### src/rtl/cpu_types_pkg.sv
// Shared CPU types for the hazard unit.
//   regbits_t   : architectural register index
//   sb_entry_t  : shadow copy of one pipeline register's write-back info
//   hazstate_t  : hazard-unit wait state
package cpu_types_pkg;
  localparam int REG_W = 5;

  typedef logic [REG_W-1:0] regbits_t;

  typedef struct packed {
    logic     valid;
    regbits_t wsel;
    logic     is_load;
  } sb_entry_t;

  typedef enum logic [1:0] {RUN, DWAIT, IWAIT} hazstate_t;
endpackage

### src/rtl/hazard_match.sv
// Compares the ID-stage sources against one shadow entry.
//   id_rs/id_rt, *_used : ID source registers and whether each is read
//   entry               : shadow entry for one in-flight stage
//   hit                 : ID reads the register this entry will write
//   hit_load            : hit, and the writer is a load
module hazard_match import cpu_types_pkg::*; (
  input  regbits_t  id_rs,
  input  regbits_t  id_rt,
  input  logic      id_rs_used,
  input  logic      id_rt_used,
  input  sb_entry_t entry,
  output logic      hit,
  output logic      hit_load
);
  // $0 is hardwired, so a write to it never creates a dependency.
  assign hit = entry.valid && (entry.wsel != '0) &&
               ((id_rs_used && (id_rs == entry.wsel)) ||
                (id_rt_used && (id_rt == entry.wsel)));
  assign hit_load = hit && entry.is_load;
endmodule

### src/rtl/hazard_unit.sv
// Hazard unit for the 5-stage pipeline: shadows in-flight register writes
// (EX/MEM/WB), detects RAW stalls, branch redirects and I/D memory waits,
// and drives all pipeline-register enables and flushes.
//   CLK, nRST          : clock, synchronous active-low reset
//   ihit, dhit         : fetch / data access complete this cycle
//   mem_dreq           : MEM-stage instruction accesses memory
//   id_*               : ID-stage sources, destination, load flag
//   ex_redirect        : EX resolved a taken branch / jump
//   *_en, *_flush      : stage-register enables and bubble inserts
//   stall_cnt          : saturating count of dependency stall cycles
// Build option: FORWARDING_EN defined -> stall only on load-use (EX load);
// undefined -> stall on any match in EX, MEM or WB.
module hazard_unit import cpu_types_pkg::*; #(
  parameter int NREGS = 32,
  parameter int DEPTH = 3
) (
  input  logic        CLK,
  input  logic        nRST,
  input  logic        ihit,
  input  logic        dhit,
  input  logic        mem_dreq,
  input  regbits_t    id_rs,
  input  regbits_t    id_rt,
  input  logic        id_rs_used,
  input  logic        id_rt_used,
  input  logic        id_regwr,
  input  regbits_t    id_wsel,
  input  logic        id_memread,
  input  logic        ex_redirect,
  output logic        pc_en,
  output logic        ifid_en,
  output logic        idex_en,
  output logic        exmem_en,
  output logic        memwb_en,
  output logic        ifid_flush,
  output logic        idex_flush,
  output logic [15:0] stall_cnt
);
  hazstate_t             state, next_state;
  sb_entry_t [DEPTH-1:0] sb;
  sb_entry_t             ex_in;
  logic      [DEPTH-1:0] stage_en, hit, hit_load;
  logic                  dep_stall, count_stall, dwait;
  logic                  unused_hits;

  for (genvar i = 0; i < DEPTH; i++) begin : g_stage
    hazard_match u_match (
      .id_rs     (id_rs),
      .id_rt     (id_rt),
      .id_rs_used(id_rs_used),
      .id_rt_used(id_rt_used),
      .entry     (sb[i]),
      .hit       (hit[i]),
      .hit_load  (hit_load[i])
    );
    if (i == 0)      begin : g_ex  assign stage_en[i] = idex_en;  end
    else if (i == 1) begin : g_mem assign stage_en[i] = exmem_en; end
    else             begin : g_wb  assign stage_en[i] = memwb_en; end
  end

`ifdef FORWARDING_EN
  // Forwarding covers everything except a load result needed next cycle.
  assign dep_stall   = hit_load[0];
  assign unused_hits = ^{hit, hit_load};
`else
  assign dep_stall   = |hit;
  assign unused_hits = ^hit_load;
`endif

  // A flushed ID/EX slot is a bubble and must not look like a writer.
  assign ex_in = '{valid:   id_regwr && (id_wsel != '0) &&
                            (int'(id_wsel) < NREGS) && !idex_flush,
                   wsel:    id_wsel,
                   is_load: id_memread};

  always_ff @(posedge CLK) begin
    if (!nRST) begin
      state     <= RUN;
      sb        <= '0;
      stall_cnt <= '0;
    end else begin
      state <= next_state;
      if (stage_en[0]) sb[0] <= ex_in;
      for (int i = 1; i < DEPTH; i++)
        if (stage_en[i]) sb[i] <= sb[i-1];
      if (count_stall && (stall_cnt != 16'hFFFF)) stall_cnt <= stall_cnt + 16'd1;
    end
  end

  // In DWAIT the MEM stage is frozen, so only dhit releases it. On release
  // the cycle is evaluated exactly like RUN, which lets a redirect held in
  // the frozen EX stage be honoured on the exit cycle.
  always_comb begin
    dwait = (state == DWAIT) ? !dhit : (mem_dreq && !dhit);
  end

  always_comb begin
    next_state  = state;
    pc_en       = 1'b0;
    ifid_en     = 1'b0;
    idex_en     = 1'b0;
    exmem_en    = 1'b0;
    memwb_en    = 1'b0;
    ifid_flush  = 1'b0;
    idex_flush  = 1'b0;
    count_stall = 1'b0;
    if (!nRST) begin
      next_state = RUN;
    end else if (dwait) begin
      next_state = DWAIT;
    end else if (!ihit) begin
      // Front end holds; back end drains with a bubble behind it.
      next_state = IWAIT;
      idex_en    = 1'b1;
      exmem_en   = 1'b1;
      memwb_en   = 1'b1;
      idex_flush = 1'b1;
    end else begin
      next_state = RUN;
      pc_en      = 1'b1;
      ifid_en    = 1'b1;
      idex_en    = 1'b1;
      exmem_en   = 1'b1;
      memwb_en   = 1'b1;
      if (ex_redirect) begin
        // The stalled consumer is on the wrong path anyway.
        ifid_flush = 1'b1;
        idex_flush = 1'b1;
      end else if (dep_stall) begin
        pc_en       = 1'b0;
        ifid_en     = 1'b0;
        idex_flush  = 1'b1;
        count_stall = 1'b1;
      end
    end
  end
endmodule

### config.mk
export PLATFORM = sky130hd
export DESIGN_NAME = hazard_unit
export DESIGN_NICKNAME = d
export VERILOG_FILES = /design/src/rtl/cpu_types_pkg.sv /design/src/rtl/hazard_match.sv /design/src/rtl/hazard_unit.sv
export SDC_FILE = /design/constraint.sdc
export NUM_CORES = 1
export LEC_CHECK = 0
export ABC_AREA = 0
export CORE_UTILIZATION = 44
export DETAILED_ROUTE_END_ITERATION = 8
export PLACE_DENSITY = 0.77
export SLEW_MARGIN = 20
export SYNTH_ARGS = -nofsm -noshare
export SYNTH_HDL_FRONTEND = slang
export SYNTH_SLANG_ARGS = --single-unit
### constraint.sdc
create_clock -name CLK -period 2.1 [get_ports CLK]
set_input_delay 0.42 -clock CLK [delete_from_list [all_inputs] [get_ports CLK]]
set_output_delay 0.42 -clock CLK [all_outputs]
set_load 0.005 [all_outputs]
==> results_dict.tcl, run 1 <==
set metrics [dict create \
    worstHoldStart "stall_cnt[4]" \
    pre_cts_ws_ns -0.897 \
    grt_pass1_wl_mm 8.08 \
    via_per_inst 5.51 \
    clk_path_buf_depth 2 \
    synth_top_area_share_pct 36.8 \
    drt_iter0_drc 112 \
    rsz0062_at_grt "true" \
    grt_overflow 0 \
    ant_nets 0 \
    final_max_slew_viol_count 0 \
    core_region_area_mm2 0.00414 \
    ys_top_cells_by_area "dfxtp_1 (37%), mux2i_1 (12%), xor2_1 (11%)" \
    powerDensity_mw_per_mm2 535 \
    synth_xor_area_share_pct 13.4 \
    finalCriticalPeriod_ns 2.44 \
    final_cells 360 \
    netlist_instances 226 \
    synth_cell_type_count 30 \
    setup_ws_ns -0.336 \
    vias 1985 \
    cts.sinks 36 \
    synth_area_mm2 0.00196 \
    holdWs_ns 0.489 \
    grtUsageTotal_pct 23.4 \
    worstPathArrival_ns 2.67 \
    synth_top_family_by_area "simple AND/OR/NAND/NOR gates" \
    slew_headroom_pct 70.5 \
    antennaDiodeCount 0 \
    setup_viol 20 \
    synth_nets 252 \
    rows 23 \
    hold_violations 0 \
    first_pass_iters 4 \
    clockRootBuffer "clkbuf_8" \
    wl_per_cell_um 14.8 \
    synth_fa_ha_area_share_pct 0.639 \
    drc_errors 0 \
    initial_core_util_pct 47.2 \
    finalClockSkew_ns 0.00679 \
    die_y_um 68.7 \
    port_buffers 46 \
    synth_compound_area_share_pct 8.38 \
    hpwlAfterDp_mm 3.53 \
    dp_cells 344 \
    fillCellCount 328 \
    yosys_warnings 0 \
    layout-drive-gt1-share_pct 27.4 \
    ys_seq_area_share_pct 36.8 \
    grt_max_degree 25 \
    leakage_nw 1.37 \
    drt-total-wl_mm 5.34 \
    synth-seq-cells 36 \
    critPathCaptureType "flip-flop" \
    nets 335 \
    synth_simple_gate_area_share_pct 24.8 \
    gp_congestion 0.911 \
    ir_worst_vdd_mv 0.340 \
    synth_top_cell_by_area "dfxtp_1" \
    pin_count 48 \
    die_w_um 68.7 \
    finish.utilization_pct 71.3 \
    r2r_start "sb[15]" \
    startpoint "id_rs[0]" \
    critPathLaunchType "input port" \
    clk_pin_slew_worst_paths_ns 0.08 \
    fin_crit_sh_pct 116 \
    grt_pass1_vias 1769 \
    syn_to_final_growth_pct 51.0 \
    timing.fmax_ghz 0.411 \
    cts_tree "done" \
    clk_latency_ns 0.29 \
    violations "negative setup slack" \
    cp_max_fo 6 \
    status "complete, but fails checks" \
    worstMarginPinSlew_ns 0.441 \
    hold_path.class "reg2reg" \
    required_ns 2.34 \
    grt_antenna_before_repair 0 \
    synth_mux_area_share_pct 12.3 \
    cts_made_buffers 5 \
    cts_max_level 2 \
    cts_hold_buffers 0 \
    maxCapViolCount 0 \
    die-area_mm2 0.00472 \
    avgSynthCellArea_um2 8.66 \
    worstSetupPathType "in2reg" \
    finalSetupTns_ns -5.41 \
]
## Yosys cell counts
cell	number
dfxtp_1	36
mux2i_1	24
xor2_1	24
nor2_1	23
nand2_1	22
a21oi_1	11
and3_1	11
o21ai_0	10
or3_1	9
nor4_1	6
xnor2_1	6
nand2b_1	5
nand4_1	5
nor3_1	5
buf_4	4
clkbuf_1	4
or4_1	4
nand3_1	3
inv_1	2
o221ai_1	2
a22o_1	1
a311o_1	1
buf_1	1
buf_6	1
clkinv_1	1
ha_1	1
nor2b_1	1
nor4b_2	1
o21bai_1	1
o221ai_2	1
## worst max-delay path, cell delays in order
cell,delay (ns)
clkdlybuf4s15_2,0.22
xor2_1,0.17
nor4_1,0.33
and3_1,0.27
o221ai_4,0.12
a311o_2,0.49
buf_12,0.16
or3_1,0.36
a21oi_2,0.13
## cell usage in the layout (no fill, tap or decap), types with 2 or more instances in the layout
cell / count
a21oi_1: 6
a21oi_2: 5
and3_1: 11
buf_2: 3
buf_4: 37
clkbuf_16: 2
clkbuf_2: 4
clkbuf_8: 5
clkdlybuf4s15_2: 3
clkdlybuf4s50_1: 30
dfxtp_1: 27
dfxtp_2: 7
dfxtp_4: 2
dlygate4sd2_1: 5
inv_1: 2
mux2i_1: 24
nand2_1: 22
nand2b_1: 4
nand3_1: 2
nand4_1: 5
nor2_1: 22
nor3_1: 2
nor3_4: 2
nor4_1: 5
o21ai_0: 10
o221ai_2: 2
or3_1: 9
or4_1: 3
xnor2_1: 6
xor2_1: 24
## final cells by class
type,count,area (µm²),area share (%)
clock buffer,6,72.6,2.46
clock inverter,2,35.0,1.19
inverter,3,11.3,0.381
multi-input combinational,177,1260,42.8
sequential,36,737,24.9
tap,50,62.6,2.12
timing repair buffer,86,771,26.1
## logic make-up after synthesis
group / count (synthesis)
adder cells (fa/ha/maj): 1
AND/OR/NAND/NOR: 95
flip-flops: 36
AO/OA/AOI/OAI: 27
multiplexers: 24
XOR/XNOR: 30
buffers and inverters: 13
## stage by stage
step	cell area (µm²)	power, mW
after global placement	2690	0.967
after global routing	2950	1.64
after detailed placement	2690	0.972
after CTS	2860	1.58
final	2950	1.58
after floorplan	1970	0.839
## power by group
| group | switching, mW | internal [mW] |
|---|---|---|
| Combinational | 0.107 | 0.135 |
| Clock | 0.263 | 0.353 |
| Sequential | 0.0230 | 0.699 |
## layer usage
| metal | vias to the layer above | track usage [%] | wire length (µm) |
|---|---|---|---|
| met2 | 72 | 36.5 | 2560 |
| met5 | - | 0 | 0 |
| met1 | 939 | 31.1 | 2450 |
| met3 | 10 | 5.92 | 261 |
| met4 | 0 | 7.91 | 72 |
| li1 | 964 | - | - |
## flip-flops by register name, indices dropped and copies added (netlist names)
name,count
state,2
stall_cnt,16
sb,18
## worst paths after layout
kind                                      to  slack, ns  cells past startpoint
worst max register to register  stall_cnt[8]      -0.33                      8
worst max-delay path            stall_cnt[8]      -0.34                      9
worst min register to register  stall_cnt[4]       0.49                      2
worst min-delay path            stall_cnt[4]       0.49                      2
## timing repair
action | 4_1_cts | 5_1_grt
pin swaps | 18 | 4
endpoints found under the setup margin | 23 | 20
gates resized for setup | 48 | 20
setup buffers | 5 | 1
cloned | 0 | 2
(Power assumes the default switching activity.)
==> inputs of run 2 (changes only) <==
--- a/config.mk
+++ b/config.mk
@@ -7,7 +7,9 @@
 export LEC_CHECK = 0
 export ABC_AREA = 0
 export CORE_UTILIZATION = 44
+export CTS_BUF_LIST = sky130_fd_sc_hd__clkbuf_8 sky130_fd_sc_hd__clkbuf_16
 export DETAILED_ROUTE_END_ITERATION = 8
+export GPL_TIMING_DRIVEN = 1
 export PLACE_DENSITY = 0.77
 export SLEW_MARGIN = 20
 export SYNTH_ARGS = -nofsm -noshare
==> results_dict.tcl, run 2 (synthesis results as in run 1) <==
set metrics [dict create \
    wl_per_cell_um 14.8 \
    worstPathCellList "clkdlybuf4s15_2 > xor2_1 > nor4_1 > and3_1 > o221ai_4 > a311o_2 > buf_12 > or3_1 > a21oi_2" \
    critical-path-top-delay-family "simple AND/OR/NAND/NOR gates" \
    dp_cells 344 \
    grt_max_degree 25 \
    cp_max_fo 6 \
    holdWs_ns 0.489 \
    setup_viol 20 \
    hold_violations 0 \
    rsz0062_at_grt "true" \
    critPathCaptureType "flip-flop" \
    grt_antenna_before_repair 0 \
    die-area_mm2 0.00472 \
    ant_nets 0 \
    worstSetupPathType "in2reg" \
    r2r_start "sb[15]" \
    layout_common_cells "buf_4 (37), clkdlybuf4s50_1 (30), dfxtp_1 (27), xor2_1 (24), mux2i_1 (24)" \
    via_per_inst 5.51 \
    fillCellCount 328 \
    cp_num_buf_inv 2 \
    core_region_area_mm2 0.00414 \
    cts_tree "done" \
    power.internal_mw 1.18 \
    r2r_slack_ns -0.33 \
    cts_max_level 2 \
    slew_headroom_pct 70.7 \
    hold_path.class "reg2reg" \
    grtUsageTotal_pct 23.4 \
    startpoint "id_rs[0]" \
    drt-total-wl_mm 5.33 \
    antennaDiodeCount 0 \
    grt_overflow 0 \
    fin_crit_sh_pct 116 \
    final_max_slew_viol_count 0 \
    switching_share_pct 24.9 \
    clk_pin_slew_worst_paths_ns 0.08 \
    die_w_um 68.7 \
    ir_worst_vdd_mv 0.340 \
    timing.fmax_ghz 0.410 \
    finalCriticalPeriod_ns 2.44 \
    final_cells 360 \
    powerDensity_mw_per_mm2 533 \
    drt_iter0_drc 110 \
    clk_path_buf_depth 2 \
    grt_pass1_wl_mm 8.08 \
    grt_pass1_vias 1769 \
    cts.sinks 36 \
    finalSetupTns_ns -5.44 \
    worstHoldStart "stall_cnt[4]" \
    die_y_um 68.7 \
    crit_slowest_cell "a311o_2" \
    initial_core_util_pct 47.2 \
    status "complete, but fails checks" \
    leakage_nw 1.37 \
    dpl_cell_area_mm2 0.00269 \
    setup_ws_ns -0.339 \
    worstPathArrival_ns 2.67 \
    port_buffers 46 \
    comb_power_share_pct 15.4 \
    worstMarginPinSlew_ns 0.438 \
    vias 1982 \
    p_clk_share_pct 38.7 \
    drc_errors 0 \
    power_switching_mw 0.392 \
    gp_congestion 0.911 \
    layout-drive-gt1-share_pct 27.4 \
    nets 335 \
    final_common_cell "buf_4" \
    hpwlAfterDp_mm 3.53 \
    pin_count 48 \
    critPathMaxStageDelay_ns 0.49 \
    pre_cts_ws_ns -0.897 \
    rows 23 \
    cts_made_buffers 5 \
    design_area_mm2 0.00295 \
    clockRootBuffer "clkbuf_8" \
    maxCapViolCount 0 \
    violations "negative setup slack" \
    critPathLaunchType "input port" \
    required_ns 2.34 \
    first_pass_iters 4 \
    clk_latency_ns 0.29 \
    syn_to_final_growth_pct 51.0 \
    largest_register_ffs 18 \
    seqPwrFrac_pct 45.9 \
    finalClockSkew_ns 0.00688 \
    reg_top3 "sb: 18 flops, stall_cnt: 16 flops, state: 2 flops" \
    top_register "sb" \
]
==> run 2: cell types whose count changed in the layout (fill, tap and decap cells not counted) <==
cell,previous run,this run
clkbuf_1,1,0
inv_1,2,3
==> run 2: repair_timing <==
action                                  4_1_cts  5_1_grt
hold endpoints to repair                      0        0
setup buffers                                 5        1
hold buffers                                  0        0
gates resized for setup                      48       20
endpoints found under the setup margin       23       20
pin swaps                                    18        4
cloned                                        0        2
==> run 2: area by class of cell <==
| class | count | area, µm² | area share, % |
|---|---|---|---|
| multi-input cells | 177 | 1260 | 42.8 |
| well taps | 50 | 62.6 | 2.12 |
| inverters | 3 | 11.3 | 0.381 |
| flip-flops and latches | 36 | 737 | 24.9 |
| repair buffers | 86 | 771 | 26.1 |
| clock buffers | 5 | 68.8 | 2.33 |
| clock inverters | 3 | 38.8 | 1.31 |
==> run 2: worst reg2reg max path: stages (launching register included) <==
cell	delay [ns]
dfxtp_1	0.33
xor2_1	0.18
nor4_1	0.33
and3_1	0.27
o221ai_4	0.12
a311o_2	0.49
buf_12	0.17
or3_1	0.36
a21oi_2	0.13
==> run 2: power by group through the flow <==
stage               logic (mW)  clock network [mW]  registers (mW)
detailed placement       0.234                   0           0.737
global placement         0.230                   0           0.737
finish                   0.242               0.610           0.722
CTS                      0.237               0.614           0.721
floorplan                0.106                   0           0.732
global route             0.260               0.646           0.724
==> run 2: per-stage QoR <==
| stage | util, % | power, mW |
|---|---|---|
| after floorplan | - | 0.839 |
| after global placement | 64.9 | 0.967 |
| after detailed placement | 64.9 | 0.972 |
| after CTS | 69.0 | 1.57 |
| after global routing | 71.3 | 1.63 |
| final | 71.3 | 1.57 |
==> run 2: final timing paths <==
path | endpoint | cells after the start
setup / recovery | stall_cnt[8] | 9
hold / removal | stall_cnt[4] | 2
setup reg to reg | stall_cnt[8] | 8
hold reg to reg | stall_cnt[4] | 2
==> run 2: routing by layer <==
metal | wire [µm] | track usage [%]
met4 | 70 | 7.91
met5 | 0 | 0
met3 | 273 | 5.92
met1 | 2420 | 31.1
met2 | 2570 | 36.5
==> inputs of run 3 (changes only) <==
--- a/config.mk
+++ b/config.mk
@@ -10,6 +10,7 @@
 export CTS_BUF_LIST = sky130_fd_sc_hd__clkbuf_8 sky130_fd_sc_hd__clkbuf_16
 export DETAILED_ROUTE_END_ITERATION = 8
 export GPL_TIMING_DRIVEN = 1
+export MAX_ROUTING_LAYER = met4
 export PLACE_DENSITY = 0.77
 export SLEW_MARGIN = 20
 export SYNTH_ARGS = -nofsm -noshare
==> results_dict.tcl, run 3 (synthesis results as in run 1) <==
set metrics [dict create \
    layout-drive-gt1-share_pct 28.6 \
    power_mw 1.49 \
    r2r_slack_ns -0.26 \
    slew_headroom_pct 66.7 \
    ir_worst_vdd_mv 0.339 \
    critPathLaunchType "input port" \
    fin_crit_sh_pct 115 \
    grt_antenna_before_repair 0 \
    drt-total-wl_mm 5.56 \
    core_region_area_mm2 0.00414 \
    nets 336 \
    largest_register_ffs 18 \
    pin_count 48 \
    required_ns 1.68 \
    ant_nets 0 \
    worstHoldStart "stall_cnt[10]" \
    drt_iter0_drc 125 \
    cp_max_fo 3 \
    design_area_mm2 0.00301 \
    cts_max_level 2 \
    layout_common_cells "buf_4 (36), clkdlybuf4s50_1 (29), dfxtp_1 (27), xor2_1 (24), mux2i_1 (24)" \
    rows 23 \
    worstMarginPinSlew_ns 0.498 \
    finalCriticalPeriod_ns 2.40 \
    grt_max_degree 25 \
    grtUsageTotal_pct 24.0 \
    top_register "sb" \
    worstSetupPathType "in2out" \
    final_max_slew_viol_count 0 \
    hold_path.class "reg2reg" \
    timing.rr.end "stall_cnt[2]" \
    drc_errors 0 \
    maxCapViolCount 0 \
    wl_per_cell_um 15.4 \
    cts_made_buffers 5 \
    setup_viol 19 \
    clk_latency_ns 0.29 \
    dp_cells 344 \
    r2r_start "sb[16]" \
    hold_violations 0 \
    antennaDiodeCount 0 \
    vias 2001 \
    status "complete, but fails checks" \
    grt_pass1_vias 1755 \
    gp_congestion 0.939 \
    cts.sinks 36 \
    final_cells 361 \
    clk_pin_slew_worst_paths_ns 0.08 \
    die_y_um 68.7 \
    cts_tree "done" \
    reg_top3 "sb: 18 flops, stall_cnt: 16 flops, state: 2 flops" \
    clockRootBuffer "clkbuf_8" \
    rsz0062_at_grt "true" \
    final_common_cell "buf_4" \
    timing.fmax_ghz 0.416 \
    grt_pass1_wl_mm 8.01 \
    hpwlAfterDp_mm 3.58 \
    violations "negative setup slack" \
    port_buffers 46 \
    syn_to_final_growth_pct 53.7 \
    die_w_um 68.7 \
    die-area_mm2 0.00472 \
    powerDensity_mw_per_mm2 494 \
    worstPathArrival_ns 1.98 \
    dpl_cell_area_mm2 0.00269 \
    initial_core_util_pct 47.2 \
    clk_path_buf_depth 2 \
    fillCellCount 316 \
    crit_end "idex_flush" \
    leakage_nw 1.42 \
    critPathCaptureType "output pin" \
    finalClockSkew_ns 0.00935 \
    grt_overflow 0 \
    setup_ws_ns -0.305 \
    r2r_cells 8 \
    first_pass_iters 4 \
    startpoint "id_rs[3]" \
    via_per_inst 5.54 \
]
## run 3: cell count changes in the layout (fill, tap and decap cells not counted), sizes merged
cell / previous run / this run
clkbuf: 11 / 8
bufinv: 1 / 0
clkinv: 2 / 1
clkinvlp: 0 / 1
dlygate4sd2: 5 / 8
clkdlybuf4s50: 30 / 29
buf: 41 / 44
## run 3: per-stage QoR
stage                     TNS (ns)  util, %  setup slack (ns)  hold slack (ns)
final                        -3.51     72.6            -0.305            0.480
after global routing         -5.03     72.6            -0.384            0.527
after global placement      -13.33     64.9            -0.853            0.466
after detailed placement    -13.58     64.9            -0.872            0.475
after CTS                    -3.06     69.0            -0.252            0.486
after floorplan            -0.0137        -          -0.00714            0.467
## run 3: layout make-up
class	count	area (µm²)	share of cell area (%)
Clock inverter	2	11.3	0.374
Clock buffer	6	82.6	2.75
Multi-Input combinational cell	177	1330	44.1
Sequential cell	36	737	24.5
Timing Repair Buffer	87	776	25.8
Inverter	3	11.3	0.374
Tap cell	50	62.6	2.08
## run 3: how the worst min path moves through the flow
stage                          to  slack [ns]  depth (start not counted)
global placement    stall_cnt[10]        0.47                          2
finish              stall_cnt[10]        0.48                          2
floorplan           stall_cnt[10]        0.47                          2
detailed placement  stall_cnt[10]        0.48                          2
global route         stall_cnt[7]        0.53                          2
CTS                 stall_cnt[10]        0.49                          2
## run 3: repair_timing
item                                    CTS  global route
hold buffers                              0             0
resized for setup                        47            36
gates cloned                              0             2
endpoints found under the setup margin   23            19
pin swaps                                17            16
setup buffers                             3             4
## run 3: worst max-delay path, stage by stage
cell           delay, ns
dlygate4sd2_1       0.28
xor2_1              0.16
nor4_1              0.27
and3_1              0.28
o221ai_4            0.14
nand3_2             0.13
nor2_2              0.05
a21oi_2             0.14
buf_2               0.12
## run 3: metal layers
layer	up-vias	wire length, µm	global-route usage, %	share of wire (%)
met4	0	65	9.18	1.2
met5	-	0	-	0
met1	962	2400	30.4	43
met3	8	246	6.58	4.4
li1	968	-	-	-
met2	63	2840	36.4	51
## run 3: where the power goes
part	total [mW]	switching (mW)	internal [mW]
clock network	0.518	0.256	0.262
logic	0.245	0.105	0.140
registers	0.724	0.0241	0.699
total	1.49	0.385	1.10
